`src/rtl/ex_stage_if.sv`:
```
// Port bundle for the execute stage: ID_EX operands/controls, forwarding taps
// from EX_MEM and MEM_WB, and the results going to EX_MEM and the IF redirect.
interface ex_stage_if;
    logic [31:0] pc_in;
    logic [31:0] rs1_data_in;
    logic [31:0] rs2_data_in;
    logic [31:0] imm_res_in;
    logic [4:0]  rs1_in;
    logic [4:0]  rs2_in;
    logic        alu_src_sel_A_in;
    logic [1:0]  alu_src_sel_B_in;
    logic [4:0]  alu_op_in;
    logic        jump_in;
    logic        branch_in;
    logic        pcJalSrc_in;
    logic [4:0]  mem_rd;
    logic        mem_reg_write;
    logic [31:0] mem_fwd_data;
    logic [4:0]  wb_rd;
    logic        wb_reg_write;
    logic [31:0] wb_fwd_data;
    logic [31:0] alu_result;
    logic [31:0] write_data;
    logic [31:0] pc_target;
    logic        pc_src;
    logic        busy;

    modport master (
        output pc_in, rs1_data_in, rs2_data_in, imm_res_in, rs1_in, rs2_in,
               alu_src_sel_A_in, alu_src_sel_B_in, alu_op_in, jump_in, branch_in,
               pcJalSrc_in, mem_rd, mem_reg_write, mem_fwd_data, wb_rd,
               wb_reg_write, wb_fwd_data,
        input  alu_result, write_data, pc_target, pc_src, busy
    );

    modport slave (
        input  pc_in, rs1_data_in, rs2_data_in, imm_res_in, rs1_in, rs2_in,
               alu_src_sel_A_in, alu_src_sel_B_in, alu_op_in, jump_in, branch_in,
               pcJalSrc_in, mem_rd, mem_reg_write, mem_fwd_data, wb_rd,
               wb_reg_write, wb_fwd_data,
        output alu_result, write_data, pc_target, pc_src, busy
    );
endinterface

```
`src/rtl/ex_stage.sv`:
```
// Execute stage: operand forwarding, single-cycle ALU/MUL, branch/jump resolution
// and a 32-iteration restoring divider that stalls the pipe while it runs.
module ex_stage (
    input  logic     clk,
    input  logic     rst,
    ex_stage_if.slave bus
);
    typedef enum logic [1:0] {IDLE, RUN, DONE} div_state_e;

    div_state_e  state_q, state_d;
    logic [4:0]  count_q, count_d;
    logic [31:0] quo_q, quo_d;
    logic [31:0] rem_q, rem_d;
    logic [31:0] divisor_q, divisor_d;
    logic        neg_quo_q, neg_quo_d;
    logic        neg_rem_q, neg_rem_d;
    logic        is_rem_q, is_rem_d;

    logic [31:0] fwd_rs1, fwd_rs2, op_a, op_b, alu_comb, jalr_sum;
    logic [31:0] abs_a, abs_b, quo_fix, rem_fix, div_res;
    logic [32:0] trial;
    logic        is_div, div_signed, cond, busy;

    // MEM beats WB; x0 is never forwarded so a stale write to x0 cannot leak.
    always_comb begin
        fwd_rs1 = bus.rs1_data_in;
        if (bus.mem_reg_write && bus.mem_rd != 5'd0 && bus.mem_rd == bus.rs1_in)
            fwd_rs1 = bus.mem_fwd_data;
        else if (bus.wb_reg_write && bus.wb_rd != 5'd0 && bus.wb_rd == bus.rs1_in)
            fwd_rs1 = bus.wb_fwd_data;
        fwd_rs2 = bus.rs2_data_in;
        if (bus.mem_reg_write && bus.mem_rd != 5'd0 && bus.mem_rd == bus.rs2_in)
            fwd_rs2 = bus.mem_fwd_data;
        else if (bus.wb_reg_write && bus.wb_rd != 5'd0 && bus.wb_rd == bus.rs2_in)
            fwd_rs2 = bus.wb_fwd_data;
    end

    always_comb begin
        op_a = bus.alu_src_sel_A_in ? bus.pc_in : fwd_rs1;
        case (bus.alu_src_sel_B_in)
            2'd0:    op_b = fwd_rs2;
            2'd1:    op_b = bus.imm_res_in;
            2'd2:    op_b = 32'd4;
            default: op_b = 32'd0;
        endcase
    end

    always_comb begin
        alu_comb = 32'd0;
        cond     = 1'b0;
        case (bus.alu_op_in)
            5'd0:  alu_comb = op_a + op_b;
            5'd1:  alu_comb = op_a - op_b;
            5'd2:  alu_comb = op_a & op_b;
            5'd3:  alu_comb = op_a | op_b;
            5'd4:  alu_comb = op_a ^ op_b;
            5'd5:  alu_comb = op_a << op_b[4:0];
            5'd6:  alu_comb = op_a >> op_b[4:0];
            5'd7:  alu_comb = $signed(op_a) >>> op_b[4:0];
            5'd8:  alu_comb = {31'd0, $signed(op_a) < $signed(op_b)};
            5'd9:  alu_comb = {31'd0, op_a < op_b};
            5'd10: alu_comb = op_a * op_b;
            5'd16: cond = (fwd_rs1 == fwd_rs2);
            5'd17: cond = (fwd_rs1 != fwd_rs2);
            5'd18: cond = ($signed(fwd_rs1) <  $signed(fwd_rs2));
            5'd19: cond = ($signed(fwd_rs1) >= $signed(fwd_rs2));
            5'd20: cond = (fwd_rs1 <  fwd_rs2);
            5'd21: cond = (fwd_rs1 >= fwd_rs2);
            default: ;
        endcase
    end

    // Ops 12..15 share the 0b011xx prefix; bit0=unsigned, bit1=remainder.
    assign is_div     = (bus.alu_op_in[4:2] == 3'b011);
    assign div_signed = ~bus.alu_op_in[0];
    assign abs_a      = (div_signed && op_a[31]) ? -op_a : op_a;
    assign abs_b      = (div_signed && op_b[31]) ? -op_b : op_b;
    assign trial      = {rem_q, quo_q[31]} - {1'b0, divisor_q};

    always_comb begin
        state_d   = state_q;
        count_d   = count_q;
        quo_d     = quo_q;
        rem_d     = rem_q;
        divisor_d = divisor_q;
        neg_quo_d = neg_quo_q;
        neg_rem_d = neg_rem_q;
        is_rem_d  = is_rem_q;
        case (state_q)
            IDLE: if (is_div) begin
                quo_d     = abs_a;
                rem_d     = 32'd0;
                divisor_d = abs_b;
                // Divide-by-zero keeps the raw all-ones quotient unsigned.
                neg_quo_d = div_signed && (op_a[31] ^ op_b[31]) && (op_b != 32'd0);
                neg_rem_d = div_signed && op_a[31];
                is_rem_d  = bus.alu_op_in[1];
                count_d   = 5'd0;
                state_d   = RUN;
            end
            RUN: begin
                if (!trial[32]) begin
                    rem_d = trial[31:0];
                    quo_d = {quo_q[30:0], 1'b1};
                end else begin
                    rem_d = {rem_q[30:0], quo_q[31]};
                    quo_d = {quo_q[30:0], 1'b0};
                end
                count_d = count_q + 5'd1;
                if (count_q == 5'd31) state_d = DONE;
            end
            default: state_d = IDLE;
        endcase
    end

    always_ff @(posedge clk) begin
        if (rst) begin
            state_q   <= IDLE;
            count_q   <= 5'd0;
            quo_q     <= 32'd0;
            rem_q     <= 32'd0;
            divisor_q <= 32'd0;
            neg_quo_q <= 1'b0;
            neg_rem_q <= 1'b0;
            is_rem_q  <= 1'b0;
        end else begin
            state_q   <= state_d;
            count_q   <= count_d;
            quo_q     <= quo_d;
            rem_q     <= rem_d;
            divisor_q <= divisor_d;
            neg_quo_q <= neg_quo_d;
            neg_rem_q <= neg_rem_d;
            is_rem_q  <= is_rem_d;
        end
    end

    assign quo_fix  = neg_quo_q ? -quo_q : quo_q;
    assign rem_fix  = neg_rem_q ? -rem_q : rem_q;
    assign div_res  = is_rem_q ? rem_fix : quo_fix;
    assign busy     = ((state_q == IDLE) && is_div) || (state_q == RUN);
    assign jalr_sum = fwd_rs1 + bus.imm_res_in;

    assign bus.busy       = busy;
    assign bus.alu_result = (state_q == DONE) ? div_res : alu_comb;
    assign bus.write_data = fwd_rs2;
    assign bus.pc_target  = bus.pcJalSrc_in ? (jalr_sum & ~32'd1) : (bus.pc_in + bus.imm_res_in);
    assign bus.pc_src     = ~busy & (bus.jump_in | (bus.branch_in & cond));
endmodule

```
`src/flat_wrapper.sv`:
```
// flat-port wrapper written by rule: the top's interface ports become plain ports
module ex_stage_flat 
  (clk, rst, bus_pc_in, bus_rs1_data_in, bus_rs2_data_in, bus_imm_res_in, bus_rs1_in, bus_rs2_in, bus_alu_src_sel_A_in, bus_alu_src_sel_B_in, bus_alu_op_in, bus_jump_in, bus_branch_in, bus_pcJalSrc_in, bus_mem_rd, bus_mem_reg_write, bus_mem_fwd_data, bus_wb_rd, bus_wb_reg_write, bus_wb_fwd_data, bus_alu_result, bus_write_data, bus_pc_target, bus_pc_src, bus_busy);
  ex_stage_if bus_i ();
  input  logic clk;
  input  logic rst;
  input wire logic [$bits(bus_i.pc_in)-1:0] bus_pc_in;
  input wire logic [$bits(bus_i.rs1_data_in)-1:0] bus_rs1_data_in;
  input wire logic [$bits(bus_i.rs2_data_in)-1:0] bus_rs2_data_in;
  input wire logic [$bits(bus_i.imm_res_in)-1:0] bus_imm_res_in;
  input wire logic [$bits(bus_i.rs1_in)-1:0] bus_rs1_in;
  input wire logic [$bits(bus_i.rs2_in)-1:0] bus_rs2_in;
  input wire logic [$bits(bus_i.alu_src_sel_A_in)-1:0] bus_alu_src_sel_A_in;
  input wire logic [$bits(bus_i.alu_src_sel_B_in)-1:0] bus_alu_src_sel_B_in;
  input wire logic [$bits(bus_i.alu_op_in)-1:0] bus_alu_op_in;
  input wire logic [$bits(bus_i.jump_in)-1:0] bus_jump_in;
  input wire logic [$bits(bus_i.branch_in)-1:0] bus_branch_in;
  input wire logic [$bits(bus_i.pcJalSrc_in)-1:0] bus_pcJalSrc_in;
  input wire logic [$bits(bus_i.mem_rd)-1:0] bus_mem_rd;
  input wire logic [$bits(bus_i.mem_reg_write)-1:0] bus_mem_reg_write;
  input wire logic [$bits(bus_i.mem_fwd_data)-1:0] bus_mem_fwd_data;
  input wire logic [$bits(bus_i.wb_rd)-1:0] bus_wb_rd;
  input wire logic [$bits(bus_i.wb_reg_write)-1:0] bus_wb_reg_write;
  input wire logic [$bits(bus_i.wb_fwd_data)-1:0] bus_wb_fwd_data;
  output wire logic [$bits(bus_i.alu_result)-1:0] bus_alu_result;
  output wire logic [$bits(bus_i.write_data)-1:0] bus_write_data;
  output wire logic [$bits(bus_i.pc_target)-1:0] bus_pc_target;
  output wire logic [$bits(bus_i.pc_src)-1:0] bus_pc_src;
  output wire logic [$bits(bus_i.busy)-1:0] bus_busy;
  assign bus_i.pc_in = bus_pc_in;
  assign bus_i.rs1_data_in = bus_rs1_data_in;
  assign bus_i.rs2_data_in = bus_rs2_data_in;
  assign bus_i.imm_res_in = bus_imm_res_in;
  assign bus_i.rs1_in = bus_rs1_in;
  assign bus_i.rs2_in = bus_rs2_in;
  assign bus_i.alu_src_sel_A_in = bus_alu_src_sel_A_in;
  assign bus_i.alu_src_sel_B_in = bus_alu_src_sel_B_in;
  assign bus_i.alu_op_in = bus_alu_op_in;
  assign bus_i.jump_in = bus_jump_in;
  assign bus_i.branch_in = bus_branch_in;
  assign bus_i.pcJalSrc_in = bus_pcJalSrc_in;
  assign bus_i.mem_rd = bus_mem_rd;
  assign bus_i.mem_reg_write = bus_mem_reg_write;
  assign bus_i.mem_fwd_data = bus_mem_fwd_data;
  assign bus_i.wb_rd = bus_wb_rd;
  assign bus_i.wb_reg_write = bus_wb_reg_write;
  assign bus_i.wb_fwd_data = bus_wb_fwd_data;
  assign bus_alu_result = bus_i.alu_result;
  assign bus_write_data = bus_i.write_data;
  assign bus_pc_target = bus_i.pc_target;
  assign bus_pc_src = bus_i.pc_src;
  assign bus_busy = bus_i.busy;
  ex_stage u_core (.clk(clk), .rst(rst), .bus(bus_i));
endmodule
```
`config.mk`:
```
export PLATFORM = sky130hd
export DESIGN_NAME = ex_stage_flat
export DESIGN_NICKNAME = d
export VERILOG_FILES = /design/src/rtl/ex_stage_if.sv /design/src/rtl/ex_stage.sv /design/src/flat_wrapper.sv
export SDC_FILE = /design/constraint.sdc
export NUM_CORES = 2
export LEC_CHECK = 0
export ABC_CLOCK_PERIOD_IN_PS = 22300
export CAP_MARGIN = 30
export CORE_MARGIN = 4
export CORE_UTILIZATION = 50
export DETAILED_ROUTE_END_ITERATION = 6
export DONT_BUFFER_PORTS = 1
export MAX_ROUTING_LAYER = met4
export PLACE_DENSITY_LB_ADDON = 0.08
export SYNTH_ARGS = -nofsm -noshare
export SYNTH_HDL_FRONTEND = slang
export SYNTH_SLANG_ARGS = --single-unit
```
`constraint.sdc`:
```
create_clock -name clk -period 22.3 [get_ports clk]
set_input_delay 2.23 -clock clk [delete_from_list [all_inputs] [get_ports clk]]
set_output_delay 2.23 -clock clk [all_outputs]
set_load 0.02 [all_outputs]
```
# Word-level counts from Yosys, hierarchy flattened
# Cells that the tools add are included.
# totals
latch_bits,0
regBits,106
output_inout_bits,98
ramBits,0
elab_cells,115
mem_count,0
romBits,0
# op_classes
bitwise,9
n_reduce_logical,22
shifts,3
n_addsub,10
mul,1
eq_ne,30
magnitude_cmp,6
n_mux,26
n_div,0
# op_table
op,n
$mux W32,15
$pmux W32 S11,1
$lt A32 B32 Y1,4
$neg A32 Y32,4
$pmux W32 S2,2
$add A32 B32 Y32,3
$pmux W32 S3,1
$ge A32 B32 Y1,2
$eq A5 B5 Y1 const B,7
$sub A33 B32 Y33,1
$and A32 B32 Y32,1
$eq A32 B32 Y1,1
$mul A32 B32 Y32,1
$ne A32 B32 Y1,1
$or A32 B32 Y32,1
$reduce_bool A32 Y1,1
$shl A32 B5 Y32,1
$shr A32 B5 Y32,1
$sshr A32 B5 Y32,1
$sub A32 B32 Y32,1
$xor A32 B32 Y32,1
$eq A5 B3 Y1 const B,4
$eq A5 B5 Y1,4
$eq A5 B4 Y1 const B,3
other kinds (24),45

# Logic depth before layout (Yosys ltp)
# depth
word_depth,10
mapped_depth,39

# Least setup slack after synthesis
# OpenSTA, ideal clock, no wires.
# synth_timing
path_kind,input port to output port
start,in bus_mem_rd[3]
end,out bus_alu_result[31]
required_ns,20.070
arrival_time_ns,11.941
path_buffers,8
slack_ns,8.129
path_stages,39
path_cell_list,or4_4 > o211ai_4 > or2_1 > buf_6 > buf_12 > buf_12 > a31oi_1 > o21ai_2 > buf_4 > buf_2 > buf_2 > buf_2 > buf_1 > nor2_1 > fa_1 > inv_1 > fa_1 > fa_1 > (+3 left out) > inv_1 > fa_1 > inv_1 > fa_1 > fa_1 > ha_1 > a21o_1 > a21o_1 > a21o_1 > a21oi_1 > o21ai_0 > o21ai_0 > a21boi_0 > o41ai_1 > o21ai_0 > xnor2_1 > a21oi_1 > a31oi_1
# synth_via
elab_chain_cells,8
word_cells_on_any_way,21
# synth_lines
item,line_no,source
start: declaration,flat_wrapper.sv:19,input wire logic [$bits(bus_i.mem_rd)-1:0] bus_mem_rd;
$reduce_bool A5 Y1,ex_stage.sv:32,if (bus.mem_reg_write && bus.mem_rd != 5'd0 && bus.mem_rd == bus.rs2_in)
$logic_and A1 B1 Y1,ex_stage.sv:32,
$logic_and A1 B1 Y1 *,ex_stage.sv:32,
$mux W32 *,ex_stage.sv:32,
via bus_write_data[2],flat_wrapper.sv:26,output wire logic [$bits(bus_i.write_data)-1:0] bus_write_data;
$pmux W32 S3 *,ex_stage.sv:40,case (bus.alu_src_sel_B_in)
"$mul A32 B32 Y32, or another cell as far along",ex_stage.sv:62,5'd10: alu_comb = op_a * op_b;
$pmux W32 S11 *,ex_stage.sv:51,case (bus.alu_op_in)
$mux W32 *,ex_stage.sv:145,assign bus.alu_result = (state_q == DONE) ? div_res : alu_comb;
end: declaration,flat_wrapper.sv:25,output wire logic [$bits(bus_i.alu_result)-1:0] bus_alu_result;
# Mark *: on every way through the listed nets, which the timed path passes. The rest lies on a longest branch.

# Final worst setup path
# layout_timing
start,in bus_mem_rd[3]
end,out bus_alu_result[31]
# layout_via
elab_chain_cells,8
word_cells_on_any_way,21
# layout_lines
item,line_no
$reduce_bool A5 Y1,"ex_stage.sv:27, ex_stage.sv:32"
$logic_and A1 B1 Y1,"ex_stage.sv:27, ex_stage.sv:32"
$logic_and A1 B1 Y1 (on tied branches),"ex_stage.sv:32, ex_stage.sv:27"
$mux W32 (on tied branches),"ex_stage.sv:32, ex_stage.sv:27"
$pmux W32 S3 or $mux W32 (tied branches),"ex_stage.sv:40, ex_stage.sv:39"
"$mul A32 B32 Y32, or another cell as far along",ex_stage.sv:62
$pmux W32 S11 *,ex_stage.sv:51
$mux W32 *,ex_stage.sv:145
# Mark *: on every way between the ends. The rest lies on a longest branch, timed or not.

==> impl_metrics.env <==
export IMPL_drc=4
export IMPL_critical_path_reg2reg_endpoint="u_core.rem_q[3]"
export IMPL_fin_worst_skew_ns=0.008933
export IMPL_area_growth_syn_to_layout_pct=3.198
export IMPL_powerDensity_nw_per_um2=132.2
export IMPL_gr_usage_all_layers=0.4714
export IMPL_maxSlewViolCount=0
export IMPL_floorplan_initialDensity=0.5076
export IMPL_vias=41568
export IMPL_total_power_uw=5393
export IMPL_internal_power_uw=2037
export IMPL_max_slew_worst_pin_slew_ns=1.102
export IMPL_synth_area_um2=39520
export IMPL_grt_setup_unrepaired="false"
export IMPL_dpl_cell_count=6068
export IMPL_cp_data_arrival_time_ns=13.38
export IMPL_grt_first_pass_wirelength_mm=280.4
export IMPL_yosys_most_used_dff="sky130_fd_sc_hd__dfxtp_1"
export IMPL_antenna_left=0
export IMPL_detailedPlacementHpwl_mm=151.7
export IMPL_dr_first_iter_drc_count=5589
export IMPL_cts_root_to_sink_buffers=2
export IMPL_core_area_um2=77850
export IMPL_worstRegToRegCells=18
export IMPL_finalWeightedCongestion=1.075
export IMPL_violations="DRC"
export IMPL_post_synth_top_area_fraction=0.2092
export IMPL_cts_hold_buf=0
export IMPL_tritoncts_num_buffers=9
export IMPL_netSwitchingPower_uw=3356
export IMPL_worst_setup_path_startpoint="bus_mem_rd[3]"
export IMPL_yosysWarnings=0
export IMPL_io_buffer_count=0
export IMPL_grt_pass1_vias=39405
export IMPL_vias_per_cell=6.787
export IMPL_number_of_antenna_violations_at_the_first_check_in_global_routing=24
export IMPL_power_frac_clock=0.033
export IMPL_drive_gt1_frac=0.05920
export IMPL_ys_seq_elements=106
export IMPL_max_freq_ghz=0.06407
export IMPL_syn_mean_instance_area_um2=7.544
export IMPL_yosysMostFrequentCell="sky130_fd_sc_hd__nor2_1"
export IMPL_synth_cell_types=116
export IMPL_clock_slew_at_reported_path_ffs_ns=0.08
export IMPL_detailedPlace_worstSlack_ns=7.079
export IMPL_endpoint="bus_alu_result[31]"
export IMPL_clkLatencyLatePin_ns=0.35
export IMPL_critical_path_reg2reg_startpoint="u_core.quo_q[31]"
export IMPL_p_leak_uw=0.01828
export IMPL_synthTopCellsByArea="sky130_fd_sc_hd__fa_1 (21%), sky130_fd_sc_hd__ha_1 (11%), sky130_fd_sc_hd__nor2_1 (5.8%)"
export IMPL_cts_tree="yes"
export IMPL_placementRows=102
export IMPL_combinational_fraction_of_design_power=0.928
export IMPL_postCtsSetupRepairBufs=0
export IMPL_share_seq_of_total_power=0.039
export IMPL_detailedRoute_firstPassIterationCount=7
export IMPL_synthDominantAreaCellType="sky130_fd_sc_hd__fa_1"
export IMPL_io_pins=325
export IMPL_die_area_um2=83600
export IMPL_end_kind="output pin"
export IMPL_power_switching_share=0.6222
export IMPL_worstSetupStartpointType="primary input"
export IMPL_timing_final_ws_setup_ns=6.693
export IMPL_grt_max_degree=85
export IMPL_run_status="complete, but fails checks"
export IMPL_syn_nets=6229
export IMPL_cts_repair_resized=0
export IMPL_regToRegSetupSlack_ns=17.53
export IMPL_fin_tns_setup_ns=0
export IMPL_async_set_or_reset_flop_fraction_in_the_synthesized_netlist=0
export IMPL_final_cells=6125
export IMPL_period_minus_slack_ns=15.61
export IMPL_yosysSeqAreaShare=0.05370
export IMPL_synth_edff_count=0
export IMPL_worst_endpoint_required_ns=20.07
export IMPL_worst_rel_slew_slack=0.2466
export IMPL_overflow=0
export IMPL_finalCritPeriodShare=0.6999
export IMPL_die_height_um=289.1
export IMPL_clock_tree_htree_level_count=3
export IMPL_synth_top_cells_by_count="sky130_fd_sc_hd__nor2_1 (612), sky130_fd_sc_hd__inv_1 (555), sky130_fd_sc_hd__nand2_1 (503)"
export IMPL_max_capacitance_violation_count=0
export IMPL_worst_path_max_delay_cell="sky130_fd_sc_hd__or4_4"
export IMPL_endpoints_failing_setup=0
export IMPL_hold_viol_final=0
export IMPL_die_w_um=289.1
export IMPL_cts_sinks=106
export IMPL_timing_hold_worst_class="reg -> reg"
export IMPL_max_incr_delay_on_cp_ns=0.55
export IMPL_finalWirelength_mm=196.4
export IMPL_irDropWorstVdd_uv=299.9
export IMPL_final_net_count=6037
export IMPL_worst_path_most_repeated_cell="sky130_fd_sc_hd__fa_1"
export IMPL_critPathKind="in -> out"
export IMPL_wl_per_cell_um=32.06
export IMPL_worstPathMaxFanout=37
export IMPL_root_buffer="sky130_fd_sc_hd__clkbuf_16"
export IMPL_synthCells=5238
[power groups by stage]
stage,Clock (µW),Combinational (µW),Sequential (µW)
after CTS,181,4770,210
after floorplan,0,3010,210
after global placement,0,4750,214
after global routing,187,5250,212
final,180,5000,210
after detailed placement,0,4740,214
[worst max-delay path: cells and delay by family]
kind	cells	cell delay, ns
buffers and inverters	7	1.48
adders and majority gates	10	4.13
AOI/OAI and AO/OA	14	3.80
xor gates and xnor gates	1	0.49
and+or+nand+nor	3	1.14
[cells by family after synthesis]
| group | synth area share |
|---|---|
| adder cells (fa/ha/maj) | 0.3204 |
| multiplexers | 0.05731 |
| AND/OR/NAND/NOR | 0.1854 |
| flip-flops | 0.05370 |
| AO/OA/AOI/OAI | 0.2219 |
| XOR/XNOR | 0.06728 |
| buffers and inverters | 0.09404 |
[registers in the layout, indices dropped and copies added, names as in the netlist]
signal	flops
u_core.rem_q	32
u_core.quo_q	32
u_core.neg_rem_q	1
u_core.state_q	2
u_core.count_q	5
u_core.is_rem_q	1
u_core.neg_quo_q	1
u_core.divisor_q	32
[area by class of cell]
| cell class | count | area, µm² |
|---|---|---|
| multi-input combinational | 4219 | 33760 |
| clock inverter | 6 | 95.09 |
| timing repair buffer | 126 | 982.2 |
| antenna | 34 | 85.08 |
| sequential | 106 | 2123 |
| clock buffer | 10 | 229.0 |
| fill | 7832 | 37070 |
| tap | 1040 | 1301 |
| inverter | 584 | 2201 |
[routing by layer]
metal	wire, µm	vias to the layer above	GRT usage
li1	-	17644	-
met1	72610	19987	0.5789
met2	81070	3135	0.6760
met3	26720	802	0.1489
met4	15990	0	0.2855
met5	0	-	-
[per-stage QoR]
stage | utilization | instance area (µm²) | hold slack, ns
CTS | 0.5219 | 40630 | 0.4586
detailed placement | 0.5177 | 40300 | 0.4487
global placement | 0.5164 | 40200 | 0.4363
floorplan | - | 39520 | 0.4319
finish | 0.5239 | 40780 | 0.4557
global route | 0.5237 | 40770 | 0.4778
[placed cells by master (no fill, tap or decap), types with 19 or more instances in the layout]
cell,instances
sky130_fd_sc_hd__o21ai_1,47
sky130_fd_sc_hd__and3_1,37
sky130_fd_sc_hd__o221ai_1,19
sky130_fd_sc_hd__a22oi_1,41
sky130_fd_sc_hd__o22ai_1,48
sky130_fd_sc_hd__nand4_1,29
sky130_fd_sc_hd__a21oi_1,324
sky130_fd_sc_hd__nand2_1,503
sky130_fd_sc_hd__a21o_1,77
sky130_fd_sc_hd__o21bai_1,27
sky130_fd_sc_hd__dfxtp_1,105
sky130_fd_sc_hd__nor3_1,109
sky130_fd_sc_hd__diode_2,34
sky130_fd_sc_hd__a311oi_1,27
sky130_fd_sc_hd__a221oi_1,22
sky130_fd_sc_hd__inv_1,555
sky130_fd_sc_hd__buf_4,113
sky130_fd_sc_hd__o21a_1,42
sky130_fd_sc_hd__o31ai_1,43
sky130_fd_sc_hd__o21ai_0,242
sky130_fd_sc_hd__xnor2_1,200
sky130_fd_sc_hd__nor2b_1,30
sky130_fd_sc_hd__o211ai_1,36
sky130_fd_sc_hd__nand3_1,130
sky130_fd_sc_hd__and2_1,25
sky130_fd_sc_hd__mux2_2,25
sky130_fd_sc_hd__inv_2,21
sky130_fd_sc_hd__mux2i_1,170
sky130_fd_sc_hd__nor2_1,605
sky130_fd_sc_hd__xor2_1,83
sky130_fd_sc_hd__nand2b_1,42
sky130_fd_sc_hd__a31oi_1,75
sky130_fd_sc_hd__ha_1,351
sky130_fd_sc_hd__or3_1,20
sky130_fd_sc_hd__fa_1,413
sky130_fd_sc_hd__a211oi_1,80
[how the worst min path moves through the flow]
stage | start | to | slack (ns) | cells past startpoint
3_3_place_gp | u_core.divisor_q[31] | u_core.divisor_q[31] | 0.44 | 2
4_1_cts | u_core.divisor_q[31] | u_core.divisor_q[31] | 0.46 | 2
2_1_floorplan | u_core.divisor_q[31] | u_core.divisor_q[31] | 0.43 | 2
5_1_grt | u_core.divisor_q[31] | u_core.divisor_q[31] | 0.48 | 2
6_report | u_core.divisor_q[31] | u_core.divisor_q[31] | 0.46 | 2
3_5_place_dp | u_core.divisor_q[31] | u_core.divisor_q[31] | 0.45 | 2
(Power assumes the default switching activity.)
